--- config.mk ---
export PLATFORM = sky130hd
export DESIGN_NAME = regfile_write_queue
export DESIGN_NICKNAME = d
export VERILOG_FILES = /design/src/rtl/regfile_write_queue.sv
export SDC_FILE = /design/constraint.sdc
export NUM_CORES = 1
export LEC_CHECK = 0
export CAP_MARGIN = 0
export CORE_MARGIN = 10
export CORE_UTILIZATION = 25
export CTS_CLUSTER_SIZE = 20
export DETAILED_ROUTE_END_ITERATION = 8
export DONT_BUFFER_PORTS = 1
export GPL_TIMING_DRIVEN = 0
export PLACE_DENSITY = 0.35
export SYNTH_ARGS = -nofsm -noshare
export SYNTH_HDL_FRONTEND = slang
export SYNTH_SLANG_ARGS = --single-unit
--- constraint.sdc ---
create_clock -name clk -period 3.5 [get_ports clk]
set_clock_uncertainty 0.2 [all_clocks]
set_input_delay 0.175 -clock clk [delete_from_list [all_inputs] [get_ports clk]]
set_output_delay 0.175 -clock clk [all_outputs]
set_load 0.005 [all_outputs]
--- src/rtl/regfile_write_queue.sv ---
// Write-back queue feeding the register file's single write port; two producers, one drain per cycle.
// Build with WQ_BYPASS_EN defined to enable the combinational bypass lookup ports.
module regfile_write_queue #(
  parameter int DEPTH = 4,
  parameter int AW    = 5,
  parameter int DW    = 32,
  localparam int PW   = $clog2(DEPTH),
  localparam int CW   = PW + 1
) (
  input  logic          clk,
  input  logic          rst_n,
  input  logic          p0_valid,
  output logic          p0_ready,
  input  logic [AW-1:0] p0_addr,
  input  logic [DW-1:0] p0_data,
  input  logic          p1_valid,
  output logic          p1_ready,
  input  logic [AW-1:0] p1_addr,
  input  logic [DW-1:0] p1_data,
  output logic          enable_w,
  output logic [AW-1:0] address_w,
  output logic [DW-1:0] data_w,
  input  logic [AW-1:0] look_addr_a,
  output logic          look_hit_a,
  output logic [DW-1:0] look_data_a,
  input  logic [AW-1:0] look_addr_b,
  output logic          look_hit_b,
  output logic [DW-1:0] look_data_b,
  output logic [CW-1:0] count
);

  logic [AW-1:0] mem_addr_q [DEPTH];
  logic [AW-1:0] mem_addr_d [DEPTH];
  logic [DW-1:0] mem_data_q [DEPTH];
  logic [DW-1:0] mem_data_d [DEPTH];
  logic [PW-1:0] wr_ptr_q, wr_ptr_d;
  logic [PW-1:0] rd_ptr_q, rd_ptr_d;
  logic [CW-1:0] count_q, count_d;
  logic [CW-1:0] free;
  logic [PW-1:0] p1_slot;
  logic          push0, push1, pop;

  // Credit comes only from registered occupancy; a pop in this cycle does not free a slot.
  always_comb begin
    free     = CW'(DEPTH) - count_q;
    p0_ready = rst_n && (free != '0);
    p1_ready = rst_n && (p0_valid ? (free >= CW'(2)) : (free != '0));
    push0    = p0_valid && p0_ready;
    push1    = p1_valid && p1_ready;
    pop      = (count_q != '0);
    p1_slot  = wr_ptr_q + PW'(push0);
    wr_ptr_d = wr_ptr_q + PW'(push0) + PW'(push1);
    rd_ptr_d = rd_ptr_q + PW'(pop);
    count_d  = count_q + CW'(push0) + CW'(push1) - CW'(pop);
  end

  always_comb begin
    mem_addr_d = mem_addr_q;
    mem_data_d = mem_data_q;
    if (push0) begin
      mem_addr_d[wr_ptr_q] = p0_addr;
      mem_data_d[wr_ptr_q] = p0_data;
    end
    if (push1) begin
      mem_addr_d[p1_slot] = p1_addr;
      mem_data_d[p1_slot] = p1_data;
    end
  end

  always_ff @(posedge clk or negedge rst_n) begin
    if (!rst_n) begin
      wr_ptr_q <= '0;
      rd_ptr_q <= '0;
      count_q  <= '0;
    end else begin
      wr_ptr_q <= wr_ptr_d;
      rd_ptr_q <= rd_ptr_d;
      count_q  <= count_d;
    end
  end

  // Entry storage needs no reset; occupancy alone decides what is valid.
  always_ff @(posedge clk) begin
    mem_addr_q <= mem_addr_d;
    mem_data_q <= mem_data_d;
  end

  always_comb begin
    enable_w  = pop;
    address_w = pop ? mem_addr_q[rd_ptr_q] : '0;
    data_w    = pop ? mem_data_q[rd_ptr_q] : '0;
    count     = count_q;
  end

`ifdef WQ_BYPASS_EN
  logic [PW-1:0] look_idx;

  // Walk oldest to youngest so the last match wins.
  always_comb begin
    look_hit_a  = 1'b0;
    look_data_a = '0;
    look_hit_b  = 1'b0;
    look_data_b = '0;
    look_idx    = '0;
    for (int i = 0; i < DEPTH; i++) begin
      look_idx = rd_ptr_q + PW'(i);
      if (CW'(i) < count_q) begin
        if (mem_addr_q[look_idx] == look_addr_a) begin
          look_hit_a  = 1'b1;
          look_data_a = mem_data_q[look_idx];
        end
        if (mem_addr_q[look_idx] == look_addr_b) begin
          look_hit_b  = 1'b1;
          look_data_b = mem_data_q[look_idx];
        end
      end
    end
  end
`else
  logic unused_look;

  assign unused_look = ^{look_addr_a, look_addr_b};

  always_comb begin
    look_hit_a  = 1'b0;
    look_data_a = '0;
    look_hit_b  = 1'b0;
    look_data_b = '0;
  end
`endif

endmodule

# == Word-level counts from Yosys, hierarchy flattened ==
# Index checks and enable logic that the tools add are counted.
# classes
addsub,7
order_cmp,6
n_mux,25
n_bitwise,3
n_reduce_logical,8
# op_table
operator,count
$bwmux 128,2
$mux 128,2
$mux 32,5
$demux 32 s2,2
$bmux 32 s2,1
$bwmux 20,2
$mux 20,2
$mux 5,5
$demux 5 s2,2
$bmux 5 s2,1
$ge 3x3->1 const B,3
$not 2->3,3
$add 2x1->2,3
$add 3x1->3,2
$logic_and 1x1->1,6
$lt 3x1->1 const B,2
$reduce_bool 3->1,2
$ge 3x2->1 const B,1
$sub 3x1->3,1
$sub 3x3->3 const A,1
$mux 1,1
# totals
ff_bits,155
inputBits,88
output_inout_bits,109

# == Logic depth before layout (Yosys ltp) ==
# Gate-level depths: netlist of run 1.
# depth
word_depth,12
mapped_depth,11
depth_no_buf,10

# == Least setup slack after synthesis of run 1 ==
# OpenSTA, ideal clock, no wires.
# synth_timing
path_type,flip-flop to flip-flop
start,"register count_q[1], in the netlist count[1]"
end,register mem_addr_q[15] in the netlist's numbering
arrival_time_ns,2.561
t_required_ns,3.179
path_slack_ns,0.617
stages_incl_launch_ff,12
cell_sequence,dfrtp_1 > inv_1 > ha_1 > ha_1 > nand3b_2 > inv_2 > ha_1 > xnor2_1 > or3b_1 > buf_6 > buf_6 > mux2_4
# synth_rtl
element,line,rtl
"start, declared",38,"logic [CW-1:0] count_q, count_d;"
"start signal, assigned",78,count_q <= count_d;
"end signal, assigned",84,mem_addr_q <= mem_addr_d;
"end, declared",32,logic [AW-1:0] mem_addr_q [DEPTH];

==> results of run 1 <==
==> repair_timing <==
item | in CTS | in global routing
pin swaps | 0 | 2
buffers inserted | 0 | 7
cloned | 0 | 0
gates resized for setup | 2 | 2
hold buffers | 76 | 0
endpoints found under the setup margin | 31 | 54
endpoints found under the hold margin | 156 | 0
==> cells in the mapped netlist, types with 2 or more instances <==
| cell type | n | area [um2] |
|---|---|---|
| nor3b_1 | 2 | 15.0 |
| xnor2_1 | 3 | 26.3 |
| mux2_4 | 60 | 901 |
| clkbuf_1 | 6 | 22.5 |
| buf_6 | 11 | 124 |
| dfrtp_1 | 7 | 175 |
| buf_4 | 72 | 541 |
| and2_1 | 37 | 231 |
| mux2_2 | 158 | 1780 |
| ha_1 | 9 | 113 |
| inv_1 | 6 | 22.5 |
| xor2_1 | 3 | 26.3 |
| mux2_1 | 78 | 878 |
| dfxtp_1 | 148 | 2960 |
| mux4_2 | 37 | 833 |
| buf_2 | 17 | 85.1 |
==> placed cells by master, fill, tap and decap left out, drive strengths merged, types with 2 or more instances in the layout <==
master | synthesis | routed
nor3b | 2 | 2
ha | 9 | 9
mux2 | 296 | 296
conb | 1 | 66
dfrtp | 7 | 7
clkbuf | 6 | 25
bufinv | 0 | 4
clkinv | 0 | 5
buf | 101 | 108
and2 | 37 | 37
dlygate4sd3 | 0 | 76
inv | 7 | 7
xor2 | 3 | 3
nand3b | 2 | 2
diode | 0 | 2
xnor2 | 3 | 3
dfxtp | 148 | 148
mux4 | 37 | 37
clkinvlp | 0 | 3
==> flip-flops by register name (all words and copies together), names as in the netlist <==
name and flops:
mem_data_q 128, mem_addr_q 20, count 3, rd_ptr_q 2, wr_ptr_q 2
==> per-layer routing <==
| layer | wire length (um) | up-vias |
|---|---|---|
| met5 | 13 | - |
| met4 | 284 | 2 |
| met3 | 1070 | 16 |
| met2 | 14300 | 104 |
| met1 | 11900 | 2795 |
| li1 | - | 2640 |
==> worst register-to-register path: stages, from the launching register on <==
cell      delay (ps)
dfrtp_1          440
inv_1            110
ha_1             220
ha_1             220
nand3b_2         310
inv_2            140
ha_1             160
xnor2_1          140
nor3b_1          220
buf_2            350
buf_4            310
mux2_2           360
==> worst max-delay path by stage <==
stage                                  to  depth (start not counted)
final                      mem_data_q[29]                         11
after global placement     mem_data_q[76]                         11
after CTS                 mem_data_q[121]                          8
after detailed placement   mem_data_q[74]                         11
after floorplan            mem_addr_q[15]                         11
after global routing       mem_data_q[49]                          9
==> stage by stage <==
stage	hold slack, ps	instance area [um2]	util, %	setup WS (ps)
2_1_floorplan	-321	9140	-	617
3_3_place_gp	-320	9720	27.5	-118
3_5_place_dp	-320	9720	27.5	-210
4_1_cts	5.85	11100	31.4	23.5
5_1_grt	59.9	11200	31.6	30.9
6_report	31.9	11200	31.6	216
==> layout make-up <==
cell class | count | area share, %
plain buffers | 106 | 6.93
diodes | 2 | 0.0448
multi-input cells | 468 | 46.6
flip-flops and latches | 155 | 28.1
repair buffers | 83 | 7.39
inverters | 7 | 0.235
clock buffers | 20 | 4.00
well taps | 461 | 5.16
clock inverters | 12 | 1.53
==> logic make-up after synthesis <==
family / share of synthesized area [%]
AO/OA/AOI/OAI: 0.0844
XOR/XNOR: 0.591
adder cells (fa/ha/maj): 1.49
buffers and inverters: 9.02
flip-flops: 35.3
multiplexers: 49.4
other: 0.0422
AND/OR/NAND/NOR: 4.12
==> power by group through the flow <==
stage / Sequential [mW] / Combinational [mW] / Clock, mW
final: 3.22 / 4.87 / 1.98
after floorplan: 3.10 / 3.87 / 0
after global placement: 3.21 / 4.72 / 0
after detailed placement: 3.26 / 4.87 / 0
after global routing: 3.35 / 5.36 / 2.13
after CTS: 3.23 / 5.00 / 2.06
==> results_dict.tcl, run 1 <==
set metrics [dict create \
    rows 69 \
    wire_per_inst_um 21.0 \
    drc_errors 0 \
    synth_cells 672 \
    boundaryPins 197 \
    required_ps 3620 \
    hpwl_um 19300 \
    power.share.sequential_pct 32.0 \
    cts_buffers 17 \
    finalHoldViolCount 0 \
    hold_depth 3 \
    drive_gt1_share_pct 47.0 \
    reg2reg_to "mem_data_q[29]" \
    slew_violations 0 \
    critPathMaxStageDelay_ps 440 \
    cp.arrival_ps 3410 \
    timing.fmax_mhz 305 \
    crit_path_max_fanout 10 \
    min_from "p1_valid" \
    cts_tree "done" \
    critical_path.startpoint_type "flop" \
    drtIter0Drc 111 \
    slowest_stage "dfrtp_1" \
    grt-busiest-layer "met2" \
    min_to "wr_ptr_q[0]" \
    start_util_pct 25.2 \
    leakage_nw 4.75 \
    cp_common_cell "ha_1" \
    firstDrtPassIters 4 \
    outcome "finished clean" \
    port_buffers 0 \
    globalRouteMet2Util_pct 22.3 \
    synth_area_um2 8890 \
    end_kind "flop" \
    postSynthAreaPerCell_um2 13.2 \
    multi_input_area_um2 5200 \
    synth-main-ff-cell "dfxtp_1" \
    met1_usage_pct 15.1 \
    p_total_mw 10.1 \
    cts-root-buf "clkbuf_16" \
    fin_cells 1314 \
    p_int_mw 6.92 \
    fin_tns_setup_ps 0 \
    pwr_density_cell_nw_per_um2 902 \
    grt_pass1_wl_um 41600 \
    fp.coreArea_um2 35300 \
    critPathBufInv 4 \
    yosys_warnings 0 \
    h-tree-depth 4 \
    p_clk_share_pct 19.7 \
    ant_nets 0 \
    grt_pass1_vias 6328 \
    grt_usage_pct 12.7 \
    p_switching_mw 3.15 \
    fin_crit_ps 3280 \
    dieHeight_um 209 \
    n_fill_cell 3570 \
    clock_latency_ps 430 \
    clkSinkCount 155 \
    crit_start "count[1]" \
    swShare_pct 31.3 \
    synth_edf_count 0 \
    rr_worst_depth 11 \
    totalWireLength_um 27600 \
    cp_cell_sequence "inv_1 -> ha_1 -> ha_1 -> nand3b_2 -> inv_2 -> ha_1 -> xnor2_1 -> nor3b_1 -> buf_2 -> buf_4 -> mux2_2" \
    maxSlewHeadroom_pct 44.2 \
    die_w_um 209 \
    antenna_found_initial 3 \
    num_vias 5557 \
    synthToLayoutAreaGrowth_pct 25.6 \
    ctsLongestPathBuffers 2 \
    fin_crit_sh_pct 93.8 \
    grt_max_degree 17 \
    die-area_um2 43500 \
    rsz0062_at_grt "false" \
    fin_nets 936 \
    synth_cell_type_count 34 \
    hp-class "input pin to flop" \
    worst_pin_slew_ps 838 \
    crit_type "flop to flop" \
    rr_startpoint "count[1]" \
    r2r_setup_slack_ps 220 \
    clk_pin_slew_ps 70 \
    regArea_um2 3140 \
    ys_ff_latch 155 \
    post_drt_via_cell_ratio 4.23 \
    vdd_drop_max_mv 0.360 \
    maxCapViolations 0 \
    grt_overflow 0 \
    use_met3_pct 3.39 \
    synthArstFlopShare_pct 4.52 \
    critPathTopFamily "buffers and inverters" \
    seq_area_frac_synth_pct 35.3 \
    pwr-share-comb_pct 48.3 \
    setup_viol 0 \
    placed_cells 1198 \
    gp_congestion 0.699 \
]
Power figures use the tool's default switching activity.
==> run 2: changes to the inputs <==
ABC_CLOCK_PERIOD_IN_PS = 3500   (was default)
CORE_ASPECT_RATIO = 1.75   (was default)
CORE_UTILIZATION = 55   (was 25)
PLACE_DENSITY = 0.67   (was 0.35)
==> run 2 against run 1 <==
First-iteration DRC count up 66%. Die area decreased by 50%. Sequential cell count unchanged.
==> results_dict.tcl, run 2 (synthesis results as in run 1) <==
set metrics [dict create \
    pwr_density_cell_nw_per_um2 909 \
    synthToLayoutAreaGrowth_pct 21.3 \
    largest-register "mem_data_q" \
    finalHoldViolCount 0 \
    globalRouteMet2Util_pct 39.7 \
    hpwl_um 16400 \
    fin_nets 937 \
    port_buffers 0 \
    slew_violations 0 \
    largest_reg_flops 128 \
    cts-root-buf "clkbuf_16" \
    end_kind "flop" \
    ctsLongestPathBuffers 2 \
    required_ps 3590 \
    gp_congestion 0.784 \
    wire_per_inst_um 21.6 \
    outcome "finished clean" \
    drive_gt1_share_pct 46.2 \
    rows 61 \
    use_met3_pct 4.96 \
    final_common_cell "mux2_2" \
    fin_crit_ps 3360 \
    cts_tree "done" \
    crit_start "count[1]" \
    final_cell_mix "158 x mux2_2, 148 x dfxtp_1, 83 x dlygate4sd3_1" \
    dieHeight_um 188 \
    cts_buffers 17 \
    antenna_found_initial 0 \
    num_vias 5612 \
    critical_path.startpoint_type "flop" \
    setup_viol 0 \
    ant_nets 0 \
    fin_crit_sh_pct 95.9 \
    drtIter0Drc 184 \
    boundaryPins 197 \
    h-tree-depth 4 \
    grt_usage_pct 20.7 \
    die-area_um2 21900 \
    cts_setup_buffers 0 \
    grt_max_degree 17 \
    rr_startpoint "count[1]" \
    cp.arrival_ps 3450 \
    fp.coreArea_um2 15900 \
    firstDrtPassIters 4 \
    timing.fmax_mhz 298 \
    leakage_nw 4.72 \
    met1_usage_pct 20.7 \
    grt_pass1_wl_um 34900 \
    rsz0062_at_grt "false" \
    maxSlewHeadroom_pct 44.3 \
    die_w_um 116 \
    post_drt_via_cell_ratio 5.39 \
    clock_latency_ps 420 \
    grt_pass1_vias 6396 \
    grt_overflow 0 \
    crit_path_max_fanout 10 \
    min_from "p0_valid" \
    grt-busiest-layer "met2" \
    start_util_pct 56.0 \
    maxCapViolations 0 \
    drc_errors 0 \
    postPlaceCellArea_um2 9380 \
    r2r_setup_slack_ps 140 \
    crit_type "flop to flop" \
    vdd_drop_max_mv 0.434 \
    fin_area_um2 10800 \
    clkSinkCount 155 \
    fin_tns_setup_ps 0 \
    worst_pin_slew_ps 835 \
    diodes 0 \
    hp-class "input pin to flop" \
    totalWireLength_um 22500 \
    p_total_mw 9.80 \
    clk_pin_slew_ps 70 \
    whs_ps 91.5 \
]
## run 2: cell types whose count changed in the layout (fill, tap and decap cells not counted), sizes merged
cell and delta:
bufinv -3, diode -2, clkinv +1, inv +3, buf -7, dlygate4sd3 +7
## run 2: worst paths after layout
check,cells after the start,to
min reg2reg,1,rd_ptr_q[0]
min,4,count[1]
max in group asynchronous,2,count[1]
max reg2reg,11,mem_data_q[32]
min in group asynchronous,2,count[2]
max,11,mem_data_q[32]
## run 2: area by class of cell
| type | count | area, um2 |
|---|---|---|
| clock buffer | 19 | 443 |
| inverter | 7 | 26.3 |
| tap | 189 | 236 |
| timing repair buffer | 83 | 831 |
| buffer | 107 | 776 |
| sequential | 155 | 3140 |
| multi-input combinational | 468 | 5220 |
| fill | 1231 | 5090 |
| clock inverter | 13 | 116 |
## run 2: per-stage QoR
stage / setup WS [ps] / instances / utilization (%)
final: 145 / 1041 / 68.0
after global routing: 10.3 / 1041 / 68.0
after CTS: 1.91 / 1041 / 67.8
after detailed placement: 40.3 / 926 / 59.1
after global placement: 91.0 / 926 / 59.1
after floorplan: 617 / 737 / -
## run 2: report_power, final
group | switching [mW] | total (mW) | internal [mW]
clock | 0.764 | 1.76 | 1.00
combinational | 1.81 | 4.81 | 3.00
sequential | 0.472 | 3.23 | 2.76
total | 3.04 | 9.80 | 6.76
## run 2: timing repair
item	in CTS	in global routing
endpoints found under the hold margin	156	0
resized for setup	0	4
hold buffers	83	0
setup endpoints to repair	0	37
## run 2: worst max-delay path: stages, from the launching register on
cell           delay [ps]
dfrtp_2               440
inv_1                 120
ha_1                  190
ha_1                  200
nand3b_4              180
inv_2                  70
ha_1                  220
xnor2_2               180
or3_1                 340
buf_6                 170
mux2_1                320
dlygate4sd3_1         570
## run 2: layer usage
layer	vias up	wire, um
met5	-	0
met4	0	382
li1	2633	-
met3	26	1290
met2	152	12600
met1	2801	8230
